### config.mk
export PLATFORM = sky130hd
export DESIGN_NAME = nasti_stream_packer_flat
export DESIGN_NICKNAME = d
export VERILOG_FILES = /design/src/rtl/nasti_stream_pkg.sv /design/src/rtl/nasti_stream_if.sv /design/src/rtl/nasti_stream_out_reg.sv /design/src/rtl/nasti_stream_packer.sv /design/src/flat_wrapper.sv
export SDC_FILE = /design/constraint.sdc
export NUM_CORES = 1
export LEC_CHECK = 0
export CAP_MARGIN = 30
export CORE_MARGIN = 2
export CORE_UTILIZATION = 50
export DETAILED_ROUTE_END_ITERATION = 10
export HOLD_SLACK_MARGIN = 0.1
export PLACE_DENSITY = 0.79
export RECOVER_POWER = 25
export SLEW_MARGIN = 20
export SYNTH_ARGS = -nofsm -noshare
export SYNTH_HDL_FRONTEND = slang
export SYNTH_HIERARCHICAL = 1
export SYNTH_SLANG_ARGS = --single-unit
### constraint.sdc
create_clock -name aclk -period 3.23 [get_ports aclk]
set_input_delay 0.646 -clock aclk [delete_from_list [all_inputs] [get_ports aclk]]
set_output_delay 0.646 -clock aclk [all_outputs]
set_load 0.005 [all_outputs]
### src/rtl/nasti_stream_pkg.sv
// Shared types and helpers for the NASTI-Stream width converters.
// The wide beat typedef uses default widths; parametrised users define their own matching struct.
package nasti_stream_pkg;

    localparam int DEFAULT_DATA_WIDTH = 256;
    localparam int DEFAULT_ID_WIDTH   = 1;
    localparam int DEFAULT_DEST_WIDTH = 1;
    localparam int DEFAULT_USER_WIDTH = 1;

    // Value used to fill lanes that no upstream beat wrote.
    localparam logic LANE_PAD_BIT = 1'b0;

    typedef struct packed {
        logic [DEFAULT_DATA_WIDTH-1:0]   data;
        logic [DEFAULT_DATA_WIDTH/8-1:0] strb;
        logic [DEFAULT_DATA_WIDTH/8-1:0] keep;
        logic                            last;
        logic [DEFAULT_ID_WIDTH-1:0]     id;
        logic [DEFAULT_DEST_WIDTH-1:0]   dest;
        logic [DEFAULT_USER_WIDTH-1:0]   user;
    } nasti_wide_beat_t;

    // Number of narrow beats per wide beat; 0 flags an unusable width pair.
    function automatic int packer_multiple(input int master_w, input int slave_w);
        if (master_w <= 0 || (slave_w % master_w) != 0)
            return 0;
        return slave_w / master_w;
    endfunction

endpackage

### src/rtl/nasti_stream_if.sv
// One NASTI-Stream channel; the master modport drives the beat, the slave modport drives ready.
interface nasti_stream_if #(
    parameter int DATA_WIDTH = 64,
    parameter int ID_WIDTH   = 1,
    parameter int DEST_WIDTH = 1,
    parameter int USER_WIDTH = 1
);
    logic                    t_valid;
    logic                    t_ready;
    logic [DATA_WIDTH-1:0]   t_data;
    logic [DATA_WIDTH/8-1:0] t_strb;
    logic [DATA_WIDTH/8-1:0] t_keep;
    logic                    t_last;
    logic [ID_WIDTH-1:0]     t_id;
    logic [DEST_WIDTH-1:0]   t_dest;
    logic [USER_WIDTH-1:0]   t_user;

    modport master (
        output t_valid, t_data, t_strb, t_keep, t_last, t_id, t_dest, t_user,
        input  t_ready
    );

    modport slave (
        input  t_valid, t_data, t_strb, t_keep, t_last, t_id, t_dest, t_user,
        output t_ready
    );
endinterface

### src/rtl/nasti_stream_out_reg.sv
// Single-entry registered output stage: loads when empty or draining, holds under backpressure.
module nasti_stream_out_reg
    import nasti_stream_pkg::*;
#(
    parameter type beat_t = nasti_wide_beat_t
) (
    input  logic  aclk,
    input  logic  aresetn,
    input  logic  load_valid,
    output logic  load_ready,
    input  beat_t load_beat,
    output logic  out_valid,
    input  logic  out_ready,
    output beat_t out_beat
);

    assign load_ready = !out_valid || out_ready;

    always_ff @(posedge aclk or negedge aresetn) begin
        if (!aresetn) begin
            out_valid <= 1'b0;
            out_beat  <= '0;
        end else if (load_valid && load_ready) begin
            out_valid <= 1'b1;
            out_beat  <= load_beat;
        end else if (out_ready) begin
            out_valid <= 1'b0;
        end
    end

endmodule

### src/rtl/nasti_stream_packer.sv
// Narrow-to-wide NASTI-Stream packer: lane 0 first, early-last padding, split on id/dest change.
module nasti_stream_packer
    import nasti_stream_pkg::*;
#(
    parameter int ID_WIDTH          = 1,
    parameter int DEST_WIDTH        = 1,
    parameter int USER_WIDTH        = 1,
    parameter int MASTER_DATA_WIDTH = 64,
    parameter int SLAVE_DATA_WIDTH  = 256,
    parameter int SPLIT_ON_SIDEBAND = 1
) (
    input logic           aclk,
    input logic           aresetn,
    nasti_stream_if.slave  master,
    nasti_stream_if.master slave
);

    localparam int MULTIPLE = packer_multiple(MASTER_DATA_WIDTH, SLAVE_DATA_WIDTH);
    localparam int CNT_W    = (MULTIPLE > 2) ? $clog2(MULTIPLE) : 1;
    localparam int MW       = MASTER_DATA_WIDTH;
    localparam int SW       = SLAVE_DATA_WIDTH;
    localparam int MSTRB    = MW / 8;
    localparam int SSTRB    = SW / 8;

    generate
        if (MULTIPLE < 2 || (MW % 8) != 0) begin : g_bad_cfg
            $error("nasti_stream_packer: SLAVE_DATA_WIDTH must be an integer multiple >1 of byte-aligned MASTER_DATA_WIDTH");
        end
    endgenerate

    typedef struct packed {
        logic [SW-1:0]         data;
        logic [SSTRB-1:0]      strb;
        logic [SSTRB-1:0]      keep;
        logic                  last;
        logic [ID_WIDTH-1:0]   id;
        logic [DEST_WIDTH-1:0] dest;
        logic [USER_WIDTH-1:0] user;
    } beat_t;

    logic [CNT_W-1:0]      cnt;
    logic [SW-1:0]         asm_data;
    logic [SSTRB-1:0]      asm_strb;
    logic [SSTRB-1:0]      asm_keep;
    logic [ID_WIDTH-1:0]   held_id;
    logic [DEST_WIDTH-1:0] held_dest;
    logic [USER_WIDTH-1:0] held_user;

    logic                  out_free;
    logic                  split;
    logic                  closing;
    logic                  accept;
    logic                  load_valid;
    logic                  out_valid;
    beat_t                 load_beat;
    beat_t                 out_beat;
    logic [SW-1:0]         merged_data;
    logic [SSTRB-1:0]      merged_strb;
    logic [SSTRB-1:0]      merged_keep;

    assign split = (SPLIT_ON_SIDEBAND != 0) && (cnt != '0) && master.t_valid &&
                   ((master.t_id != held_id) || (master.t_dest != held_dest));
    assign closing = master.t_last || (cnt == CNT_W'(MULTIPLE - 1));

    // A closing beat cannot share the edge with a split flush, so it waits one cycle.
    assign master.t_ready = aresetn && out_free && !(split && master.t_last);
    assign accept         = master.t_valid && master.t_ready;
    assign load_valid     = split ? out_free : (accept && closing);

    // Lanes at or above cnt are always zero in the assembly registers, so padding is implicit.
    always_comb begin
        merged_data = asm_data;
        merged_strb = asm_strb;
        merged_keep = asm_keep;
        for (int i = 0; i < MULTIPLE; i++) begin
            if (cnt == CNT_W'(i)) begin
                merged_data[i*MW +: MW]       = master.t_data;
                merged_strb[i*MSTRB +: MSTRB] = master.t_strb;
                merged_keep[i*MSTRB +: MSTRB] = master.t_keep;
            end
        end
    end

    always_comb begin
        load_beat = '0;
        if (split) begin
            load_beat.data = asm_data;
            load_beat.strb = asm_strb;
            load_beat.keep = asm_keep;
            load_beat.last = 1'b0;
            load_beat.id   = held_id;
            load_beat.dest = held_dest;
            load_beat.user = held_user;
        end else begin
            load_beat.data = merged_data;
            load_beat.strb = merged_strb;
            load_beat.keep = merged_keep;
            load_beat.last = master.t_last;
            load_beat.id   = (cnt == '0) ? master.t_id   : held_id;
            load_beat.dest = (cnt == '0) ? master.t_dest : held_dest;
            load_beat.user = (cnt == '0) ? master.t_user : held_user;
        end
    end

    always_ff @(posedge aclk or negedge aresetn) begin
        if (!aresetn) begin
            cnt       <= '0;
            asm_data  <= '0;
            asm_strb  <= '0;
            asm_keep  <= '0;
            held_id   <= '0;
            held_dest <= '0;
            held_user <= '0;
        end else if (split && out_free) begin
            asm_data <= {SW{LANE_PAD_BIT}};
            asm_strb <= {SSTRB{LANE_PAD_BIT}};
            asm_keep <= {SSTRB{LANE_PAD_BIT}};
            cnt      <= '0;
            if (accept) begin
                asm_data[MW-1:0]    <= master.t_data;
                asm_strb[MSTRB-1:0] <= master.t_strb;
                asm_keep[MSTRB-1:0] <= master.t_keep;
                cnt                 <= CNT_W'(1);
                held_id             <= master.t_id;
                held_dest           <= master.t_dest;
                held_user           <= master.t_user;
            end
        end else if (accept) begin
            if (closing) begin
                asm_data <= {SW{LANE_PAD_BIT}};
                asm_strb <= {SSTRB{LANE_PAD_BIT}};
                asm_keep <= {SSTRB{LANE_PAD_BIT}};
                cnt      <= '0;
            end else begin
                asm_data <= merged_data;
                asm_strb <= merged_strb;
                asm_keep <= merged_keep;
                cnt      <= cnt + CNT_W'(1);
                if (cnt == '0) begin
                    held_id   <= master.t_id;
                    held_dest <= master.t_dest;
                    held_user <= master.t_user;
                end
            end
        end
    end

    nasti_stream_out_reg #(
        .beat_t (beat_t)
    ) u_out_reg (
        .aclk       (aclk),
        .aresetn    (aresetn),
        .load_valid (load_valid),
        .load_ready (out_free),
        .load_beat  (load_beat),
        .out_valid  (out_valid),
        .out_ready  (slave.t_ready),
        .out_beat   (out_beat)
    );

    assign slave.t_valid = out_valid;
    assign slave.t_data  = out_beat.data;
    assign slave.t_strb  = out_beat.strb;
    assign slave.t_keep  = out_beat.keep;
    assign slave.t_last  = out_beat.last;
    assign slave.t_id    = out_beat.id;
    assign slave.t_dest  = out_beat.dest;
    assign slave.t_user  = out_beat.user;

endmodule

### src/flat_wrapper.sv
// flat-port wrapper written by rule: the top's interface ports become plain ports
module nasti_stream_packer_flat import nasti_stream_pkg::*;
#(
    parameter int ID_WIDTH          = 1,
    parameter int DEST_WIDTH        = 1,
    parameter int USER_WIDTH        = 1,
    parameter int MASTER_DATA_WIDTH = 64,
    parameter int SLAVE_DATA_WIDTH  = 256,
    parameter int SPLIT_ON_SIDEBAND = 1
)
  (aclk, aresetn, master_t_valid, master_t_data, master_t_strb, master_t_keep, master_t_last, master_t_id, master_t_dest, master_t_user, master_t_ready, slave_t_valid, slave_t_data, slave_t_strb, slave_t_keep, slave_t_last, slave_t_id, slave_t_dest, slave_t_user, slave_t_ready);
  nasti_stream_if #(.DATA_WIDTH(64), .ID_WIDTH(ID_WIDTH), .DEST_WIDTH(DEST_WIDTH), .USER_WIDTH(USER_WIDTH)) master_i ();
  nasti_stream_if #(.DATA_WIDTH(256), .ID_WIDTH(ID_WIDTH), .DEST_WIDTH(DEST_WIDTH), .USER_WIDTH(USER_WIDTH)) slave_i ();
  input logic aclk;
  input logic aresetn;
  input wire logic [$bits(master_i.t_valid)-1:0] master_t_valid;
  input wire logic [$bits(master_i.t_data)-1:0] master_t_data;
  input wire logic [$bits(master_i.t_strb)-1:0] master_t_strb;
  input wire logic [$bits(master_i.t_keep)-1:0] master_t_keep;
  input wire logic [$bits(master_i.t_last)-1:0] master_t_last;
  input wire logic [$bits(master_i.t_id)-1:0] master_t_id;
  input wire logic [$bits(master_i.t_dest)-1:0] master_t_dest;
  input wire logic [$bits(master_i.t_user)-1:0] master_t_user;
  output wire logic [$bits(master_i.t_ready)-1:0] master_t_ready;
  output wire logic [$bits(slave_i.t_valid)-1:0] slave_t_valid;
  output wire logic [$bits(slave_i.t_data)-1:0] slave_t_data;
  output wire logic [$bits(slave_i.t_strb)-1:0] slave_t_strb;
  output wire logic [$bits(slave_i.t_keep)-1:0] slave_t_keep;
  output wire logic [$bits(slave_i.t_last)-1:0] slave_t_last;
  output wire logic [$bits(slave_i.t_id)-1:0] slave_t_id;
  output wire logic [$bits(slave_i.t_dest)-1:0] slave_t_dest;
  output wire logic [$bits(slave_i.t_user)-1:0] slave_t_user;
  input wire logic [$bits(slave_i.t_ready)-1:0] slave_t_ready;
  assign master_i.t_valid = master_t_valid;
  assign master_i.t_data = master_t_data;
  assign master_i.t_strb = master_t_strb;
  assign master_i.t_keep = master_t_keep;
  assign master_i.t_last = master_t_last;
  assign master_i.t_id = master_t_id;
  assign master_i.t_dest = master_t_dest;
  assign master_i.t_user = master_t_user;
  assign master_t_ready = master_i.t_ready;
  assign slave_t_valid = slave_i.t_valid;
  assign slave_t_data = slave_i.t_data;
  assign slave_t_strb = slave_i.t_strb;
  assign slave_t_keep = slave_i.t_keep;
  assign slave_t_last = slave_i.t_last;
  assign slave_t_id = slave_i.t_id;
  assign slave_t_dest = slave_i.t_dest;
  assign slave_t_user = slave_i.t_user;
  assign slave_i.t_ready = slave_t_ready;
  nasti_stream_packer #(.ID_WIDTH(ID_WIDTH), .DEST_WIDTH(DEST_WIDTH), .USER_WIDTH(USER_WIDTH), .MASTER_DATA_WIDTH(MASTER_DATA_WIDTH), .SLAVE_DATA_WIDTH(SLAVE_DATA_WIDTH), .SPLIT_ON_SIDEBAND(SPLIT_ON_SIDEBAND)) u_core (.aclk(aclk), .aresetn(aresetn), .master(master_i), .slave(slave_i));
endmodule
* After elaboration in Yosys (flattened, before gate mapping)
Index checks and enable logic that the tools add are counted.
W data, S select, Z words.
** Cells by class
- Add/sub/neg operators :: 1
- $mul :: 0
- Div/mod/pow operators :: 0
- $lt $le $gt $ge :: 0
- Eq/ne operators :: 6
- Shifts and indexed selects :: 0
- Mux-type cells :: 47
- Bitwise logic cells :: 0
- Reductions and logical operators :: 19
** Operators by type and width (count)
- $mux W256 :: 3
- $mux W324 :: 1
- $mux W64 :: 5
- $mux W32 :: 6
- $mux W8 :: 10
- $mux W1 :: 19
- $logic_and A1 B1 Y1 :: 9
- $mux W2 :: 3
- $reduce_bool A2 Y1 :: 3
- $eq A2 B2 Y1 const B :: 2
- $logic_or A1 B1 Y1 :: 3
- $add A2 B1 Y2 const B :: 1
- $eq A2 B1 Y1 const B :: 1
- $logic_not A1 Y1 :: 2
- $logic_not A2 Y1 :: 1
- $ne A1 B1 Y1 :: 2
- $ne A2 B2 Y1 const B :: 1
- $reduce_and A2 Y1 :: 1
** Storage, ports and cells
- Register bits after elaboration :: 650
- Latch bits :: 0
- Memory bits (writable) :: 0
- ROM bits :: 0
- Bits of input ports :: 88
- Output and inout port bits :: 326
- Logic and storage cells :: 88
- Memories kept :: 0

* Depth between registers and ports, before layout
- Depth after elaboration :: 11
- Gate-level depth with buffers :: 12
- Depth with buffers taken out :: 8

* Hierarchy
The synthesis kept the hierarchy.
** Modules (own cells, without submodules)
- nasti_stream_packer :: instances 1, cells an instance 1108, area an instance 15227.1 um2, seq. area each 8132.8 um2
- nasti_stream_out_reg :: instances 1, cells an instance 687, area an instance 12169.2 um2, seq. area each 8132.8 um2

* Worst setup path before layout
OpenSTA, ideal clock, no wires.
- Path type :: register to register
- Start :: register u_core.cnt[0]
- End :: register, netlist name u_core/u_out_reg/out_beat[100]
- Library setup time :: 0.127 ns
- Arrival :: 2.573 ns
- Data required time :: 3.103 ns
- Path slack :: 0.529 ns
- Cell stages (with the launch flop) :: 12
- Buffers on the path :: 4
- Clock period less this slack :: 2.701 ns
- Cells stage by stage :: dfrtp_1 > ha_1 > or2_0 > clkbuf_1 > nor2b_1 > o21ai_1 > clkbuf_1 > inv_1 > nand2_4 > buf_6 > buf_6 > mux2_1
** Between the ends
- Cells in the longest elaborated chain, start to end :: 10
- Elaborated cells on any way between the ends :: 15
- Those cells by class :: eq/ne: 1; mux: 3; reduce/logical: 11
** RTL lines
- start: declaration :: line nasti_stream_packer.sv:41 : logic [CNT_W-1:0] cnt;
- start signal: assignment :: line nasti_stream_packer.sv:138 : cnt <= cnt + CNT_W'(1);
- $reduce_bool A2 Y1 :: line nasti_stream_packer.sv:61 : assign split = (SPLIT_ON_SIDEBAND != 0) && (cnt != '0) && master.t_valid &&
- $logic_and A1 B1 Y1 (2 in series) :: line nasti_stream_packer.sv:61
- $logic_and A1 B1 Y1 :: line nasti_stream_packer.sv:66 : assign master.t_ready = aresetn && out_free && !(split && master.t_last);
- $logic_not A1 Y1 :: line nasti_stream_packer.sv:66
- $logic_and A1 B1 Y1 :: line nasti_stream_packer.sv:66
- $logic_and A1 B1 Y1 :: line nasti_stream_packer.sv:67 : assign accept = master.t_valid && master.t_ready;
- $logic_and A1 B1 Y1 :: line nasti_stream_packer.sv:68 : assign load_valid = split ? out_free : (accept && closing);
- $mux W1 * :: line nasti_stream_packer.sv:68
- net u_core.load_valid :: line nasti_stream_packer.sv:53 : logic load_valid;
- $logic_and A1 B1 Y1 * :: line nasti_stream_out_reg.sv:23 : end else if (load_valid && load_ready) begin
The timed path passes the listed nets; every way through them passes the cells marked *.
A chain may end at the register's enable or synchronous reset.

* Final worst setup path
- Start :: register u_core.cnt[0]
- End :: output master_t_ready
** Between the ends
- Cells in the longest elaborated chain, start to end :: 6
** RTL lines
- $reduce_bool A2 Y1 :: line nasti_stream_packer.sv:61
- $logic_and A1 B1 Y1 (2 in series) :: line nasti_stream_packer.sv:61
- $logic_and A1 B1 Y1 :: line nasti_stream_packer.sv:66
- $logic_not A1 Y1 :: line nasti_stream_packer.sv:66
- $logic_and A1 B1 Y1 :: line nasti_stream_packer.sv:66
- end: declaration :: line flat_wrapper.sv:24 : output wire logic [$bits(master_i.t_ready)-1:0] master_t_ready;
No other way between the ends.

==> summary.txt <==
Clock tree
  • Worst-path clk slew: 0.06 ns
  • Clk buf depth: 3
  • CTS tree: yes
  • Root buf cell: clkbuf_16
  • CTS Buf Count: 67
  • Clock Sinks: 650
  • Clock latency on the worst-skew pair: roughly 0.59 ns
  • H-tree levels: 3

Power
  • Leakage: 16.8 nW
  • Power density cells: 915 nW/um^2
  • Peak supply drop: 0.606 mV

Detailed routing
  • # DRC: 0
  • Drt first pass iters: 5
  • Via count: 17053
  • DR iter-0 viols: around 1100
  • DRT antenna net count: 0
  • Final WL: 71400 um
  • Drt via density: 5.79
  • Avg WL per Cell: 24.3 um

Critical path
  • Reg-to-reg slack, setup: 0.29 ns
  • R2R depth: 8
  • Arr. time, crit path: around 2.3 ns
  • Critical R2R Launch: u_core/cnt[0]$_DFFE_PN0P_
  • Top delay family on crit path: buffers and inverters
  • Worst reg2reg path endpoint: u_core/u_out_reg/out_beat[40]$_DFFE_PN0P_
  • Crit-path max FO: 5
  • Max stage delay on crit path: 0.54 ns
  • CP Buf/Inv Count: 2
  • Crit path required time: ~2.6 ns
  • Crit path depth: 6
  • Critical Path End Type: output pin
  • Worst Setup Path Type: reg2out
  • Startpoint types: register
  • Highest-delay cell along the critical path: clkdlybuf4s50_1
  • CP cell instances: inv_1, ha_4, nor2b_1, o21a_1, a21oi_1, clkdlybuf4s50_1

Synth
  • Post-synth cell types: 27
  • Most frequent cell after synthesis: dfrtp_1
  • Avg Cell Area, Syn: 15.3 um^2
  • Post-Synthesis Cell Area: 27400 um^2
  • Ys flop type: dfrtp_1
  • Synth cell count leaders: dfrtp_1 (650), mux2_2 (391), mux2_1 (260)
  • Synthesized instance count: 1795
  • Ys async rst share: 100%
  • FF+latch count, synth: 650
  • Number of flops mapped to enable cells by yosys: 0
  • Area fraction of the dominant cell type after synthesis: approximately three fifths
  • Top post-synthesis cells by area: dfrtp_1 (59%), mux2_2 (16%), mux2_1 (11%)
  • Yosys warns: 6
  • Syn Nets: 1887
  • Area leader, netlist: dfrtp_1
  • Post-synthesis sequential area ratio: 59.4%

Timing
  • Final Skew: around 0.017 ns
  • Final Hold Viols: 0
  • Worst Max-Slew Pin Slew: 1.76 ns
  • RSZ-0062 raised after global routing: false
  • Fin Setup TNS: 0 ns
  • Period utilisation layout: 92.5%
  • Endpoints failing setup: 0
  • Slew Limit Fails: 124
  • Fin crit period: 2.99 ns
  • Slew HR: -17.3%
  • Fmax: 335 MHz

Finish
  • Layout cell share with drive strength beyond 1: roughly a quarter
  • Fillers: 3856
  • Register area: 16300 um^2
  • Area delta synth->final: 26.2%
  • Post-Layout Cell Count: just under 3000
  • Nets: about 2300
  • Multi-input gate area in the final layout: 10300 um^2
  • Design area: 34600 um^2

Worst hold path
  • HP Start: u_core/asm_data[218]$_DFFE_PN0P_
  • Hold path endpoint: u_core/asm_data[218]$_DFFE_PN0P_
  • Hold depth: 1
  • Min-delay worst type: reg2reg

Outcome
  • Status: complete, but fails checks
  • Failing checks: capacitance limit, slew limit

Placed design
  • Placed Area: 32300 um^2
  • Port Buffers: about 410
  • HPWL after DPL: approximately 45000 um
  • Dpl cells: around 2800
  • Routability cong.: roughly 0.78

GRT
  • Tot GR Track Use: 25.4%
  • Largest net degree at the start of global routing: around 190
  • Grt total ovfl: 0
  • Vias in the first global route: between 15000 and 20000
  • Initial antenna violation count: 5
  • First-pass GRT wire length: 111000 um

Floorplan
  • Core Region: approximately 54000 um^2
  • Die height: 238 um
  • # IOs: a little over 400
  • Die Width: 238 um
  • # rows: 85
  • Initial Util: approximately 51%
  • DIE AREA: 56700 um^2

Run
  • Maxcap violations: 1
## sequential cells by signal, indices dropped and copies added, names as in the netlist
name / count
u_core/asm_keep: 32
u_core/asm_strb: 32
u_core/held_id: 1
u_core/held_user: 1
u_core/u_out_reg/out_valid: 1
u_core/u_out_reg/out_beat: 324
u_core/cnt: 2
u_core/asm_data: 256
u_core/held_dest: 1
## worst max-delay path by stage
stage                                                      end                 startpoint
detailed placement  u_core/u_out_reg/out_beat[176]$_DFFE_PN0P_                master_t_id
CTS                                             master_t_ready  u_core/cnt[0]$_DFFE_PN0P_
global route                                    master_t_ready  u_core/cnt[0]$_DFFE_PN0P_
finish                                          master_t_ready  u_core/cnt[0]$_DFFE_PN0P_
global placement    u_core/u_out_reg/out_beat[181]$_DFFE_PN0P_              master_t_dest
floorplan           u_core/u_out_reg/out_beat[100]$_DFFE_PN0P_  u_core/cnt[0]$_DFFE_PN0P_
## cell families after synthesis
| logic type | Yosys count | share of synthesized area, % |
|---|---|---|
| mux | 651 | 26.8 |
| simple gates | 106 | 2.50 |
| buf+inv | 130 | 3.18 |
| xor+xnor | 2 | 0.0640 |
| compound gates | 252 | 7.95 |
| flops | 650 | 59.4 |
| fa+ha+maj | 4 | 0.183 |
## layer usage
layer | vias to the layer above | GRT usage (%) | wire length, um
li1 | 7402 | - | -
met1 | 9055 | 33.2 | 30100
met2 | 464 | 41.9 | 35300
met3 | 130 | 5.19 | 3740
met4 | 2 | 10.1 | 2290
met5 | - | 0 | 9
## metrics by stage
step / power (mW) / utilization (%) / setup WS [ns] / hold slack, ns
after detailed placement: 23.9 / 59.8 / 0.112 / 0.465
after global routing: 33.1 / 64.0 / 0.126 / 0.494
final: 31.7 / 64.0 / 0.241 / 0.476
after CTS: 32.0 / 64.0 / 0.138 / 0.481
after floorplan: 18.0 / - / 0.529 / 0.350
after global placement: 23.5 / 59.8 / 0.190 / 0.463
## power breakdown
group / switching, mW / internal [mW] / total, mW / leakage [nW]
logic: 4.83 / 6.65 / 11.5 / 6.88
registers: 1.65 / 10.6 / 12.2 / 8.81
clock network: 3.16 / 4.80 / 7.97 / 1.12
total: 9.64 / 22.0 / 31.7 / 16.8
## worst reg2reg max path, delay by kind of cell, from the launching register on
kind / cells / cell delay [ns]
AND/OR/NAND/NOR: 3 / 0.84
buffers and inverters: 2 / 0.55
flip-flops: 1 / 0.44
multiplexers: 1 / 0.40
adder cells (fa/ha/maj): 1 / 0.33
AO/OA/AOI/OAI: 1 / 0.26
## placed cells by master (no fill, tap or decap), types with 4 or more instances in the layout
cell type        count
dfrtp_1            650
mux2_2             391
clkdlybuf4s50_1    363
mux2_1             260
a22o_1             242
and2_1              81
clkbuf_16           71
dlygate4sd3_1       50
buf_12              24
buf_4               18
clkbuf_8            14
clkbuf_1            14
clkinv_2            10
bufinv_16            6
diode_2              4
nor3_1               4
nor2_1               4
## what timing repair did
item / CTS / global route
hold buffers: 1 / 0
resized for setup: 0 / 0
setup buffers: 0 / 0
endpoints found under the hold margin: 13 / 0
## layout make-up
| type | instances | area share, % |
|---|---|---|
| clock inverter | 19 | 0.734 |
| clock buffer | 97 | 5.82 |
| timing repair buffer | 461 | 13.9 |
| multi-input combinational | 1015 | 29.9 |
| tap | 696 | 2.52 |
| antenna | 4 | 0.0289 |
| inverter | 3 | 0.0326 |
| sequential | 650 | 47.0 |
Power figures use the tool's default switching activity.
